File: config.mk
export PLATFORM = sky130hd
export DESIGN_NAME = rotary_quadrature_gen
export DESIGN_NICKNAME = d
export VERILOG_FILES = /design/src/rtl/rotary_quadrature_gen.sv
export SDC_FILE = /design/constraint.sdc
export NUM_CORES = 1
export LEC_CHECK = 0
export ABC_CLOCK_PERIOD_IN_PS = 4580
export CORE_ASPECT_RATIO = 1.5
export CORE_MARGIN = 2
export CORE_UTILIZATION = 30
export CTS_BUF_LIST = sky130_fd_sc_hd__clkbuf_4 sky130_fd_sc_hd__clkbuf_8
export CTS_CLUSTER_SIZE = 8
export DETAILED_ROUTE_END_ITERATION = 6
export PLACE_DENSITY_LB_ADDON = 0.15
export SLEW_MARGIN = 5
export SYNTH_ARGS = -nofsm -noshare
export SYNTH_HDL_FRONTEND = slang
export SYNTH_SLANG_ARGS = --single-unit
File: constraint.sdc
create_clock -name clk -period 4.58 [get_ports clk]
set_input_delay 1.145 -clock clk [delete_from_list [all_inputs] [get_ports clk]]
set_output_delay 1.145 -clock clk [all_outputs]
set_load 0.01 [all_outputs]
File: src/rtl/rotary_quadrature_gen.sv
// Quadrature A/B generator emulating a detented rotary encoder; one detent cycle per queued step.
// Optional contact-bounce emulation on every phase transition: define ROTARY_GEN_BOUNCE_EN.
module rotary_quadrature_gen #(
    parameter int unsigned DWELL_CYCLES = 1000,
    parameter int unsigned PEND_W       = 4
) (
    input  logic                     clk,
    input  logic                     reset,
    input  logic                     step_inc,
    input  logic                     step_dec,
    output logic                     rotary_a,
    output logic                     rotary_b,
    output logic                     busy,
    output logic signed [PEND_W-1:0] pending,
    output logic                     overflow
);

    localparam int unsigned CNT_W = $clog2(DWELL_CYCLES + 1);
    localparam logic [CNT_W-1:0] CNT_LAST = CNT_W'(DWELL_CYCLES - 1);
    localparam logic signed [PEND_W:0] P_ONE = (PEND_W+1)'(1);
    localparam logic signed [PEND_W:0] PMAX  = (PEND_W+1)'((2 ** (PEND_W - 1)) - 1);

    typedef enum logic [2:0] {IDLE, PH1, PH2, PH3, PH4} state_t;

    state_t                    r_state;
    logic [CNT_W-1:0]          r_cnt;
    logic                      r_dir_inc;
    logic [1:0]                r_ab;
    logic                      r_busy;
    logic signed [PEND_W-1:0]  r_pending;
    logic                      r_overflow;

    logic                      w_start;
    logic signed [PEND_W:0]    w_pend_ext;
    logic signed [PEND_W:0]    w_sum;
    logic signed [PEND_W-1:0]  w_pend_next;
    logic                      w_overflow;

    // {a,b} level held during each phase; increment runs 01,11,10,00, decrement 10,11,01,00
    function automatic logic [1:0] phase_ab(input state_t s, input logic dir_inc);
        case (s)
            PH1:     return dir_inc ? 2'b01 : 2'b10;
            PH2:     return 2'b11;
            PH3:     return dir_inc ? 2'b10 : 2'b01;
            default: return 2'b00;
        endcase
    endfunction

    function automatic state_t next_phase(input state_t s);
        case (s)
            PH1:     return PH2;
            PH2:     return PH3;
            PH3:     return PH4;
            default: return IDLE;
        endcase
    endfunction

`ifdef ROTARY_GEN_BOUNCE_EN
    // Level of the previous phase, used as the "old" value while the changing line chatters
    function automatic logic [1:0] prev_ab(input state_t s, input logic dir_inc);
        case (s)
            PH2:     return phase_ab(PH1, dir_inc);
            PH3:     return phase_ab(PH2, dir_inc);
            PH4:     return phase_ab(PH3, dir_inc);
            default: return 2'b00;
        endcase
    endfunction
`endif

    // Pending queue: start-commit and new request combine, then saturate symmetrically
    always_comb begin
        w_start     = (r_state == IDLE) && (r_pending != '0);
        w_pend_ext  = {r_pending[PEND_W-1], r_pending};
        w_sum       = w_pend_ext;
        w_overflow  = 1'b0;
        if (w_start) begin
            w_sum = w_pend_ext[PEND_W] ? (w_pend_ext + P_ONE) : (w_pend_ext - P_ONE);
        end
        if (step_inc && !step_dec) begin
            w_sum = w_sum + P_ONE;
        end else if (step_dec && !step_inc) begin
            w_sum = w_sum - P_ONE;
        end
        w_pend_next = w_sum[PEND_W-1:0];
        if (w_sum > PMAX) begin
            w_pend_next = PMAX[PEND_W-1:0];
            w_overflow  = 1'b1;
        end else if (w_sum < -PMAX) begin
            w_pend_next = (-PMAX);
            w_overflow  = 1'b1;
        end
    end

    always_ff @(posedge clk) begin
        if (reset) begin
            r_state    <= IDLE;
            r_cnt      <= '0;
            r_dir_inc  <= 1'b0;
            r_ab       <= 2'b00;
            r_busy     <= 1'b0;
            r_pending  <= '0;
            r_overflow <= 1'b0;
        end else begin
            r_pending  <= w_pend_next;
            r_overflow <= w_overflow;
            case (r_state)
                IDLE: begin
                    if (w_start) begin
                        r_state   <= PH1;
                        r_cnt     <= '0;
                        r_dir_inc <= ~r_pending[PEND_W-1];
                        r_ab      <= phase_ab(PH1, ~r_pending[PEND_W-1]);
                        r_busy    <= 1'b1;
                    end
                end
                default: begin
                    if (r_cnt == CNT_LAST) begin
                        r_cnt <= '0;
                        if (r_state == PH4) begin
                            r_state <= IDLE;
                            r_busy  <= 1'b0;
                            r_ab    <= 2'b00;
                        end else begin
                            r_state <= next_phase(r_state);
                            r_ab    <= phase_ab(next_phase(r_state), r_dir_inc);
                        end
                    end else begin
                        r_cnt <= r_cnt + CNT_W'(1);
`ifdef ROTARY_GEN_BOUNCE_EN
                        // Phase cycles 1 and 3 revert to the old level: new,old,new,old,new
                        if (r_cnt == CNT_W'(0) || r_cnt == CNT_W'(2)) begin
                            r_ab <= prev_ab(r_state, r_dir_inc);
                        end else begin
                            r_ab <= phase_ab(r_state, r_dir_inc);
                        end
`endif
                    end
                end
            endcase
        end
    end

    assign rotary_a = r_ab[1];
    assign rotary_b = r_ab[0];
    assign busy     = r_busy;
    assign pending  = r_pending;
    assign overflow = r_overflow;

endmodule

# [Word level (Yosys, flattened, before mapping)]
# Cells that the tools add are included.
[op_classes] addsub=5 n_lt_le_gt_ge=2 n_eq_ne=9 mux=32 bitwise_logic=1 n_reduce_logical=13
[ops] cell="10-bit two-way mux" n=3
[ops] cell="3-bit two-way mux" n=9
[ops] cell="5-bit two-way mux" n=4
[ops] cell="2-bit two-way mux" n=7
[ops] cell="3-bit by 2-bit == test with 1-bit output, second input constant" n=4
[ops] cell="10-bit by 1-bit adder with 10-bit output, second input constant" n=1
[ops] cell="10-bit == test, second input constant" n=1
[ops] cell="3-bit case mux with 3 select lines" n=1
[ops] cell="3-bit by 1-bit == test with 1-bit output, second input constant" n=2
[ops] cell="1-bit two-way mux" n=6
[ops] cell="2-bit case mux with 3 select lines" n=1
[ops] cell="4-bit by 2-bit adder with 5-bit output, second input constant" n=1
[ops] cell="5-bit by 2-bit adder with 5-bit output, second input constant" n=1
[ops] cell="5-bit by 4-bit greater-than comparator with 1-bit output, second input constant" n=1
[ops] cell="5-bit by 4-bit less-than comparator with 1-bit output, second input constant" n=1
[ops] cell="4-bit by 2-bit subtractor with 5-bit output, second input constant" n=1
[ops] cell="5-bit by 2-bit subtractor with 5-bit output, second input constant" n=1
[ops] cell="4-bit two-way mux" n=1
[ops] cell="2-bit AND reduction" n=2
[ops] cell="2-bit nonzero test" n=2
[ops] cell="4-bit nonzero test" n=1
[ops] cell="3-bit == test, second input constant" n=1
[ops] cell="1-bit logical AND" n=3
[ops] cell="3-bit logical NOT" n=1
[ops] cell="other kinds (5)" n=6
[word_totals] ff_bits=22 out_inout_bits=8 word_cells=70

# [Depth between registers and ports, before layout]
# Gate-level depths: netlist of run 1.
[logic_depth] depth_word=11 mapped_depth=13 depth_no_buf=12

# [Worst setup path before layout of run 1]
# No wires, ideal clock.
[synth_path] path_kind="register to register" start="register r_pending[0] (netlist: pending[0])" end="register r_pending[0] (netlist: pending[0])" setup_time_ns=0.129 t_arrival_ns=3.354 required_time_ns=4.451 path_slack_ns=1.098 path_stages_with_launch=12 n_path_buf=0 period_less_slack_ns=3.482 cell_sequence="dfxtp_1 inv_1 fa_1 or4b_2 o211a_1 ha_1 and4b_1 and4_1 or3_1 and3_1 o41ai_1 a21oi_1"
[synth_via] elab_chain_cells=9
[synth_rtl] item="from (decl)" line="30" rtl="logic signed [PEND_W-1:0] r_pending;"
[synth_rtl] item="from (signal assigned)" line="104" rtl="r_pending <= w_pend_next;"
[synth_rtl] item="4-bit by 2-bit subtractor with 5-bit output (tied with other cells)" line="77" rtl="w_sum = w_pend_ext[PEND_W] ? (w_pend_ext + P_ONE) : (w_pend_ext - P_ONE);"
[synth_rtl] item="5-bit two-way mux or 1-bit logical AND (tied branches)" line="77, 72"
[synth_rtl] item="5-bit two-way mux (*)" line="76" rtl="if (w_start) begin"
[synth_rtl] item="5-bit by 2-bit subtractor with 5-bit output" line="82" rtl="w_sum = w_sum - P_ONE;"
[synth_rtl] item="5-bit two-way mux" line="81" rtl="end else if (step_dec && !step_inc) begin"
[synth_rtl] item="5-bit two-way mux (*)" line="79" rtl="if (step_inc && !step_dec) begin"
[synth_rtl] item="5-bit by 4-bit less-than comparator with 1-bit output" line="88" rtl="end else if (w_sum < -PMAX) begin"
[synth_rtl] item="4-bit two-way mux" line="88"
[synth_rtl] item="3-bit two-way mux (*)" line="85" rtl="if (w_sum > PMAX) begin"
# Every way passes the cells marked *; elsewhere a longest branch is shown, timed or not.
# A chain may end at the register's enable or synchronous reset.

# [Worst setup path in the final report of run 1]
# Same ends and word-level chain as after synthesis.

==> impl.org, run 1 <==
** Clock tree
- CTS resizes :: 0
- Clk buf depth :: 2
- Later-pin clock latency in the skew report :: approximately 260 ps
- Clock transition at path regs :: about 80 ps
- Number of CTS-inserted buffers :: 3
- TritonCTS built the clock tree.
- In this run the clock root is driven by a clkbuf_8.
- Hold buffers post-CTS :: 0
- Deepest level of the CTS H-tree :: 1
- Clock tree sinks :: 22
- The number of setup buffers added after CTS is 0.

** Timing
- Achievable frequency :: between 0.2 and 0.3 GHz
- Setup repair after global routing left no endpoint under its margin.
- Slew at the pin closest to its max-slew limit :: about 770 ps
- Adding up every negative setup slack in the final design gives 0 ps.
- Across the routed clock network, the largest skew measured is approximately 4.2 ps.
- Part of the cycle the worst path needs :: 0.8060
- Worst hold margin :: 487.3 ps
- Measured against its own limit, the worst slew margin works out to 0.4866.
- The final count of pins violating max slew is 0.
- Setup violations remaining at the end of the flow were counted as 0.
- The number of hold violations in the final report was 0.
- Crit path time final :: 3691 ps

** Synth
- Ranking of synthesized cells by area :: dfxtp_1 (29%), a21oi_1 (8.8%), nor2_1 (6.1%)
- Avg Cell Area, Syn :: 7.550 um^2
- Synth cell types :: 50
- After synthesis, the share of flip-flops with an asynchronous set or reset is 0.
- Sequential cell area fraction in the yosys report :: 0.2873
- Post-synth net total :: 215
- Number of enable-type register cells in the synthesized netlist :: 0
- Post-synth top flop :: dfxtp_1
- Gate count after technology mapping :: approximately 200
- The synthesized netlist occupies a cell area of about 1500 um^2.
- The biggest area contributor in the post-synthesis netlist is dfxtp_1.
- The share of synthesized area in the top cell type comes to 0.2873.
- Yosys reg bits :: 22
- Count of warnings emitted by yosys :: 0

** Floorplan
- Core box area :: 4887 um^2
- FP Rows :: 31
- For this design the top-level I/O count stands at 12.
- The die is between 90 and 100 um tall.
- The die is 62.36 um wide.
- Total Die Area :: about 5700 um^2
- Effective utilization at floorplan :: 0.3136

** Min path
- Critical hold path startpoint :: busy
- Type of the worst min-delay path :: reg -> reg

** Worst setup path
- Timing startpoint of the critical path :: pending[0]
- Data on the critical path is required at its endpoint by 4730 ps.
- In this run the critical register-to-register path is launched from pending[0].
- Worst Setup End Kind :: register
- Crit Path Max Fanout :: 7
- Class of the most critical setup path :: reg -> reg
- Crit path launch type :: register
- Worst path arrival time :: roughly 3800 ps

** Global route
- Number of antenna violations at the first check in global routing :: 0
- The number of global-route vias before repair is 1486.
- In the global route stage, overall resource usage came out at 0.1469.
- Wire length of the first global-routing pass :: approximately 6800 um
- For this run the aggregate overflow at the end of global routing stands at 0.
- Largest net degree at the start of global routing :: 21

** Power and ir drop
- The worst-case IR drop observed on VDD is roughly 0.36 mV.
- Power density cells :: 732.9 nW/um^2
- Leakage dissipation :: between 0.6 and 0.7 nW

** Placed design
- Placer congestion estimate :: between 0.7 and 0.8
- Port buffering added 11 buffers.
- Number of placed cells counting well taps :: ~270
- Half-perimeter wire length after detailed placement :: ~3100 um

** Cells and area
- Final nets :: about 220
- Registers take approximately 440 um^2.
- Relative to the synthesized area, the layout overhead comes to 13.96%.
- In the final layout, the multi-input gates occupy between 1000 and 1500 um^2.
- Of the cells placed in the final design, the portion with a size suffix greater than 1 is 0.05263.
- After filler insertion, the fill cell instance count of the layout stands at around 560.
- Utilization after layout :: 0.3574
- Number of diodes added for antenna fixing :: 0
- Post-route insts no fill :: about 280

** Drt
- Iteration-0 DRC Markers :: 63
- Across all layers, the routed design uses 1518 vias.
- The pre-antenna-repair detailed-routing pass consisted of 4 iterations.
- After detailed routing, the total wire length is 4067 um.
- Routed Antenna Nets :: 0
- Dividing the detail-routed wire length by the instance count gives about 15 um.
- Using the TritonRoute via totals, the vias-per-cell ratio works out to between 5 and 6.
- For this run, design rule violations remaining after detail routing come to 0.

** Outcome
- The run finished with clean final reports.

** Job
- Across the run, the number of max-cap violations was 0.
Yosys cell counts (2+ instances only):
| cell | instances |
|---|---|
| o41ai_1 | 2 |
| o31ai_1 | 3 |
| ha_1 | 6 |
| a21oi_1 | 27 |
| nor3b_1 | 4 |
| nand3_1 | 8 |
| nand3b_1 | 2 |
| and3_1 | 6 |
| fa_1 | 2 |
| o21ai_0 | 14 |
| o311a_1 | 2 |
| dfxtp_1 | 22 |
| nand2b_1 | 3 |
| buf_2 | 3 |
| nor3_1 | 5 |
| a311oi_1 | 3 |
| or3_1 | 4 |
| nor2_1 | 25 |
| nand4_1 | 2 |
| clkbuf_1 | 6 |
| inv_1 | 12 |
| nand2_1 | 11 |
| a31oi_1 | 3 |
| and2_1 | 2 |
worst max-delay path, stage by stage (launching register included):
cell	delay (ps)
dfxtp_1	450
inv_1	90
fa_1	550
or4b_2	590
o211a_1	210
ha_1	250
and4b_1	190
and4_1	190
or3_1	380
and3_1	220
o41ai_1	370
a21oi_1	70
routing by layer:
layer / up-vias / wire length, um / share of wire / global-route usage
li1: 758 / - / - / -
met1: 736 / 1775 / 0.44 / 0.1586
met2: 16 / 2112 / 0.52 / 0.2835
met3: 8 / 44 / 0.011 / 0.009913
met4: 0 / 135 / 0.033 / 0.07222
met5: - / 0 / 0 / 0
path summary, 6_finish.rpt:
path                                    to  slack [ps]  depth (start not counted)
worst max register to register  pending[0]         890                         11
worst max-delay path            pending[0]         890                         11
worst min register to register        busy         490                          2
worst min-delay path                  busy         490                          2
cells by family (layout without fill, tap and decap cells):
kind of cell	after synthesis	count (layout)	share of synthesized area
simple gates	82	82	0.2833
xor+xnor	2	2	0.01143
buf+inv	22	28	0.06122
compound gates	66	66	0.2751
fa+ha+maj	8	8	0.07510
mux	1	1	0.006531
flops	22	22	0.2873
area by class of cell:
| class | instances | share of cell area |
|---|---|---|
| Clock buffer | 4 | 0.03152 |
| Sequential cell | 22 | 0.2521 |
| Multi-Input combinational cell | 159 | 0.5759 |
| Tap cell | 66 | 0.04728 |
| Timing Repair Buffer | 12 | 0.06734 |
| Inverter | 12 | 0.02579 |
state kept, by name, summed over array words and instances (netlist names):
register / cells
busy: 1
overflow: 1
pending: 4
r_ab: 2
r_cnt: 10
r_dir_inc: 1
r_state: 3
stage by stage:
stage	setup WS, ps	power (mW)	cell area [um^2]
after floorplan	1098	0.8945	1533
after global placement	1016	1.144	1692
after detailed placement	931.1	1.139	1692
after CTS	916.4	1.286	1747
after global routing	716.0	1.399	1747
final	888.6	1.280	1747
power by group:
part           total, mW  internal (mW)  leakage [nW]  switching, mW
logic              0.850          0.352         0.460          0.498
clock network      0.141         0.0766        0.0288         0.0648
registers          0.289          0.237         0.180         0.0526
placed cells by master, fill, tap and decap left out, drive strengths merged, types with 3 or more instances in the layout:
cell type / instances
nor3: 6
o21ai: 14
or3: 4
nand2b: 3
clkbuf: 4
nor2: 25
and3: 6
a311oi: 3
a31oi: 3
dfxtp: 22
nor3b: 4
o31ai: 3
a21oi: 27
inv: 12
nand2: 11
nand3: 8
ha: 6
clkdlybuf4s50: 11
Power figures use the tool's default switching activity.
==> run 2, diff against run 1 <==
--- a/config.mk
+++ b/config.mk
@@ -5,7 +5,7 @@
 export SDC_FILE = /design/constraint.sdc
 export NUM_CORES = 1
 export LEC_CHECK = 0
-export ABC_CLOCK_PERIOD_IN_PS = 4580
+export ABC_CLOCK_PERIOD_IN_PS = 3350
 export CORE_ASPECT_RATIO = 1.5
 export CORE_MARGIN = 2
 export CORE_UTILIZATION = 30
==> constraint.sdc (replaced) <==
create_clock -name clk -period 3.35 [get_ports clk]
set_input_delay 0.8375 -clock clk [delete_from_list [all_inputs] [get_ports clk]]
set_output_delay 0.8375 -clock clk [all_outputs]
set_load 0.01 [all_outputs]
==> impl.org, run 2 (synthesized netlist as in run 1, its figures left out) <==
** Cells and area
- Most common cell after layout, fill and taps aside :: a21oi_1
- Most used cells in the layout excluding fill and tap cells :: a21oi_1 (27), nor2_1 (25), dfxtp_1 (20), buf_4 (19), o21ai_0 (14)
- The finished cells cover approximately 1900 um^2.
- Compared with the post-synthesis result, the final layout area differs by 24.57%.
- 0 antenna diodes ended up in the layout.
- Final nets :: 240
- Register with the most flip-flops :: r_cnt
- The finished layout holds 293 standard cells, fillers aside.
- Number of flip-flops under the largest register name :: 10
- Share of final-layout standard cells stronger than drive strength 1 :: 0.1542

** Worst setup path
- The worst setup path is launched from a register.
- Worst path arrival time :: roughly 3300 ps
- The worst setup path is captured at a register.
- Walking the worst path, the cells encountered are inv_1 > fa_1 > or4b_4 > o211a_1 > ha_2 > and4b_1 > and4_1 > or3_4 > and3_4 > o41ai_2 > a21oi_1.
- Class of the most critical setup path :: reg -> reg
- Peak per-stage delay on the critical path :: between 500 and 600 ps
- Along the worst path, the maximum fanout reaches 3.
- Cell at the slowest stage of the critical path :: fa_1
- In this run the critical register-to-register path is launched from pending[1].
- The most critical setup path has its startpoint at pending[1].
- The worst register-to-register path has a depth of 11.
- Required time of the critical path :: 3500 ps

** Clock tree
- For this design, the sink count on the clock tree is 22.
- Deepest level of the CTS H-tree :: 1
- Later-pin clock latency in the skew report :: about 260 ps
- Clk buf depth :: 2
- CTS tree :: built
- CTS Root Cell :: clkbuf_8
- Number of CTS-inserted buffers :: 3
- Clock transition at path regs :: approximately 80 ps
- Hold repair after CTS inserted 0 buffers.

** Power and ir drop
- For this design the total switching power over the nets is about 900 uW.
- The share of total power dissipated in sequential elements is 0.185.
- Maximum resistive drop on vdd :: between 0.5 and 0.6 mV
- Of the total power, combinational logic draws 0.730.
- Of the total power, the clock network draws 0.085.
- Of the total power, the share spent switching nets is 0.4540.
- In this run the power density over the cells is just over 1000 nW/um^2.
- Cell internal power was estimated by the tool at approximately 1.1 mW.
- Leakage dissipation :: between 0.7 and 0.8 nW
- Total power after layout :: between 1.5 and 2 mW

** Min path
- Hold path cells :: 2
- Type of the worst min-delay path :: reg -> reg
- Critical hold path startpoint :: busy

** Drt
- Across all layers, the routed design uses 1586 vias.
- Dividing the detail-routed via count by the number of cells gives 5.413.
- The final layout contains routed wiring with a total length of 4283 um.
- Number of design rule violations left after detail routing :: 0
- After detailed routing, the average wire length per cell comes to roughly 15 um.
- Routed Antenna Nets :: 0
- The detailed router finished its first iteration with 73 violations.
- The first detailed-routing pass ran for 4 iterations.

** Global route
- The first global-routing pass estimated approximately 7200 um of wire.
- The initial antenna violation count came to 0.
- For this run, the total global-route usage over all layers was measured as 0.1560.
- The number of global-route vias before repair was ~1600.
- Entering global routing, the biggest net connects 21 pins.
- Total grt overflow :: 0

** Floorplan
- The floorplan step set the die width to between 60 and 70 um.
- Effective utilization at floorplan :: 0.3136
- Number of top-level pins :: 12
- Core box area :: around 4900 um^2
- The die covers between 5000 and 6000 um^2.
- The floorplan has 31 rows.
- The die is 91.54 um tall.

** Timing
- Setup Viol. Count Final :: 0
- The number of hold violations in the final report came to 0.
- Clock skew after layout :: between 3 and 4 ps
- The final count of pins violating max slew was 0.
- The worst pin sits at a relative slew slack of 0.2885.
- Slew at the pin closest to its max-slew limit :: ~1100 ps
- Dividing the final minimum period by the clock period gives 0.9355.
- Setup repair after global routing left no endpoint under its margin.
- Worst-case setup margin in the final layout :: around 220 ps
- Crit path time final :: ~3100 ps
- Based on the critical path, the design can be clocked at up to between 0.3 and 0.4 GHz.

** Placed design
- Once placement finished, the instance area stood at between 1500 and 2000 um^2.
- In this run the tool buffered the top-level ports with 11 buffer cells.
- The congestion estimate from routability-driven global placement came to between 0.9 and 1.
- Timing analysis after detailed placement gives a worst setup slack of -12.88 ps.
- Half-perimeter wire length after detailed placement :: between 3000 and 4000 um
- Including well taps, the total number of placed cells is ~290.

** Job
- The tool flagged a number of max-cap violations equal to 0.

** Outcome
- Result of the run :: finished clean
## run 2: path summary, 6_finish.rpt
| check | endpoint | slack [ps] |
|---|---|---|
| max | pending[0] | 220 |
| min | busy | 480 |
| max reg2reg | pending[0] | 220 |
| min reg2reg | busy | 480 |
## run 2: cell type report
| cell class | instances | area, um^2 |
|---|---|---|
| Clock buffer | 3 | 41.29 |
| Clock inverter | 1 | 3.754 |
| Fill cell | 542 | 2978 |
| Inverter | 12 | 45.04 |
| Multi-Input combinational cell | 159 | 1036 |
| Sequential cell | 22 | 447.9 |
| Tap cell | 66 | 82.58 |
| Timing Repair Buffer | 30 | 252.7 |
## run 2: metrics by stage
stage,hold slack [ps],utilization,TNS [ps]
after floorplan,448.6,-,0
after global placement,466.8,0.3753,0
after detailed placement,468.2,0.3753,-12.88
after CTS,482.0,0.3856,0
after global routing,511.1,0.3907,0
final,479.7,0.3907,0
## run 2: routing by layer
| layer | vias up | GRT usage | routed length [um] |
|---|---|---|---|
| met5 | - | 0 | 0 |
| met2 | 25 | 0.3116 | 2414 |
| met1 | 760 | 0.1603 | 1714 |
| li1 | 795 | - | - |
| met3 | 6 | 0.01363 | 70 |
| met4 | 0 | 0.07037 | 85 |
## run 2: worst max-delay path: cells and delay by family, from the launching register on
family | cells | cell delay (ps)
adder cells (fa/ha/maj) | 2 | 720
AO/OA/AOI/OAI | 3 | 480
buffers and inverters | 1 | 60
flip-flops | 1 | 340
AND/OR/NAND/NOR | 5 | 1410
## run 2: power by group through the flow
stage                     logic [mW]  clock network [mW]  registers (mW)
final                           1.43               0.166           0.364
after global routing            1.59               0.182           0.371
after CTS                       1.38               0.174           0.365
after detailed placement        1.36                   0           0.370
after global placement          1.38                   0           0.369
after floorplan                0.838                   0           0.402
## run 2: timing repair
item / 4_1_cts / 5_1_grt
gates resized for setup: 1 / 4
endpoints found under the setup margin: 1 / 3
setup buffers: 0 / 1
pin swaps: 1 / 3
==> run 3, diff against run 2 <==
--- a/config.mk
+++ b/config.mk
@@ -7,7 +7,7 @@
 export LEC_CHECK = 0
 export ABC_CLOCK_PERIOD_IN_PS = 3350
 export CORE_ASPECT_RATIO = 1.5
-export CORE_MARGIN = 2
+export CORE_MARGIN = 3
 export CORE_UTILIZATION = 30
 export CTS_BUF_LIST = sky130_fd_sc_hd__clkbuf_4 sky130_fd_sc_hd__clkbuf_8
 export CTS_CLUSTER_SIZE = 8
==> impl.org, run 3 (synthesized netlist as in run 1, its figures left out) <==
** Power and ir drop
- Leakage dissipation :: ~0.77 nW
- Maximum resistive drop on vdd :: 0.5247 mV
- Summed over all nets, the switching power comes to slightly below 900 uW.
- Of the total power, registers draw 0.182.
- Power density cells :: about 1100 nW/um^2
- Part of the power in combinational logic :: 0.694
- Internal power contribution :: roughly 1.1 mW
- Switching fraction of total power :: 0.4389
- Total power after layout :: just over 2 mW
- Of the total power, the clock network draws 0.124.

** Timing
- Setup violations remaining at the end of the flow were counted as 0.
- For this run, the top clock speed supported by timing is 0.3178 GHz.
- The number of hold violations in the final report is 0.
- Clock skew after layout :: about 5.4 ps
- The routed design could run at a clock period as short as roughly 3100 ps.
- Slew at the pin closest to its max-slew limit :: about 1100 ps
- The final count of pins violating max slew is 0.
- The worst pin sits at a relative slew slack of 0.2477.
- Part of the cycle the worst path needs :: 0.9392
- The tightest hold path in the finished design has a slack of 479.3 ps.
- Setup repair after global routing left no endpoint under its margin.

** Worst setup path
- Worst path arrival time :: 3300 ps
- Cells along the critical path :: inv_1 > fa_1 > or4b_4 > o211a_1 > ha_2 > and4b_1 > and4_1 > or3_4 > and3_4 > o41ai_2 > a21oi_1
- Cell at the slowest stage of the critical path :: fa_1
- Class of the most critical setup path :: reg -> reg
- Crit Path Max Fanout :: 3
- On the worst path, the slowest cell contributes a delay of about 550 ps.
- In this design, the largest share of critical-path delay is due to simple AND/OR/NAND/NOR gates.
- Worst Setup End Kind :: register
- The worst setup path is launched from a register.
- At the worst endpoint, the required time is about 3500 ps.
- Worst Path Buf+Inv :: 1

** Cells and area
- Area growth from synthesis to layout :: 26.29%
- The library cells used most frequently in the layout, excluding fill and tap cells, are a21oi_1 (27), nor2_1 (25), dfxtp_1 (20), buf_4 (19), o21ai_0 (14).
- After routing the design area is roughly 1900 um^2.
- Share of final-layout standard cells stronger than drive strength 1 :: 0.1586
- Number of flip-flops under the largest register name :: 10
- The multi-input combinational cells in the finished layout cover a total of between 1000 and 1500 um^2.
- Register with the most flip-flops :: r_cnt
- After the flow finishes, the layout carries non-filler instances totaling roughly 300.
- The sequential cells in the finished layout cover a total of approximately 450 um^2.
- Filler instances :: roughly 540
- Most common cell after layout, fill and taps aside :: a21oi_1
- Final nets :: 240
- Number of diodes added for antenna fixing :: 0

** Clock tree
- The tree built by TritonCTS fans out to 22 sinks.
- No sink is reached through more buffers than the 2 on the longest clock path.
- Clock-pin slew was measured on the worst setup and hold paths at ~90 ps.
- Later-pin clock latency in the skew report :: about 260 ps
- Clock tree synthesis inserted a total of 3 buffers.
- CTS built an H-tree with a depth of 1.
- Post-CTS setup repair buffer count :: 0
- Hold buffers post-CTS :: 0
- TritonCTS built the clock tree.
- CTS Root Cell :: clkbuf_8

** Drt
- Via count :: approximately 1600
- Iteration-0 DRC Markers :: 114
- Via count normalized by instance count :: roughly 5.5
- Final wirelength :: approximately 4200 um
- Number of design rule violations left after detail routing :: 0
- The detail route stage leaves a number of antenna-violating nets equal to 0.
- Wire per inst :: 14.42 um
- First-pass detailed-route iteration total :: 5

** Floorplan
- For this design the top-level I/O count stands at 12.
- The initialized floorplan defines 31 standard-cell rows.
- The die covers around 6000 um^2.
- The region available for standard cell placement spans approximately 4900 um^2.
- Measured along the x axis, the die boundary spans between 60 and 70 um.
- The die is around 94 um tall.
- Effective utilization at floorplan :: 0.3136

** Min path
- Type of the worst min-delay path :: reg -> reg

** Placed design
- Half-perimeter wire length after detailed placement :: about 3300 um
- Number of placed cells counting well taps :: a little under 300
- Once placement finished, the instance area stood at 1842 um^2.
- The congestion estimate from routability-driven global placement came to 0.9345.
- Buffers on Ports :: 11

** Outcome
- Result of the run :: finished clean

** Global route
- Total grt overflow :: 0
- The first global-routing pass estimated 7141 um of wire.
- Entering global routing, the biggest net connects 21 pins.
- The number of global-route vias before repair is ~1500.
- Number of antenna violations at the first check in global routing :: 0
- Total global-route track usage :: 0.1482

** Job
- Reported max-cap violation count :: 0
[run 3: changes by cell type in the layout (fill, tap and decap cells not counted), sizes merged]
cell	change
clkinv	-1
bufinv	+1
[run 3: area by class of cell]
class / instances / share of cell area
inverters: 12 / 0.02327
repair buffers: 30 / 0.1306
clock inverters: 1 / 0.01551
flip-flops and latches: 22 / 0.2314
clock buffers: 3 / 0.02133
well taps: 66 / 0.04266
multi-input cells: 159 / 0.5352
[run 3: repair_timing]
item	4_1_cts	5_1_grt
resized for setup	2	3
setup endpoints to repair	1	4
pin swaps	1	3
[run 3: metal layers]
metal / GRT usage / up-vias / share of wire
li1: - / 796 / -
met5: 0 / - / 0
met4: 0.07937 / 0 / 0.038
met2: 0.2612 / 44 / 0.52
met1: 0.1731 / 761 / 0.41
met3: 0.01563 / 14 / 0.023
[run 3: worst paths after layout]
check	start	depth (start not counted)	end	slack, ps
worst min-delay path	busy	2	busy	480
worst max register to register	pending[1]	11	pending[0]	200
worst min register to register	busy	2	busy	480
worst max-delay path	pending[1]	11	pending[0]	200
[run 3: per-stage QoR]
step / util / setup slack (ps) / setup TNS, ps
4_1_cts: 0.3930 / 24.55 / 0
3_5_place_dp: 0.3769 / -25.38 / -25.38
5_1_grt: 0.3961 / 85.52 / 0
2_1_floorplan: - / 8.376 / 0
6_report: 0.3961 / 203.6 / 0
3_3_place_gp: 0.3769 / 16.54 / 0
[run 3: worst register-to-register path: stages (launching register included)]
cell	delay (ps)
dfxtp_4	350
inv_1	60
fa_1	550
or4b_4	450
o211a_1	160
ha_2	190
and4b_1	170
and4_1	200
or3_4	390
and3_4	200
o41ai_2	270
a21oi_1	60
[run 3: power groups by stage]
stage | combinational [mW] | sequential [mW] | clock (mW)
finish | 1.41 | 0.371 | 0.252
global route | 1.56 | 0.381 | 0.268
CTS | 1.39 | 0.372 | 0.258
detailed placement | 1.36 | 0.378 | 0
global placement | 1.38 | 0.377 | 0
floorplan | 0.838 | 0.402 | 0
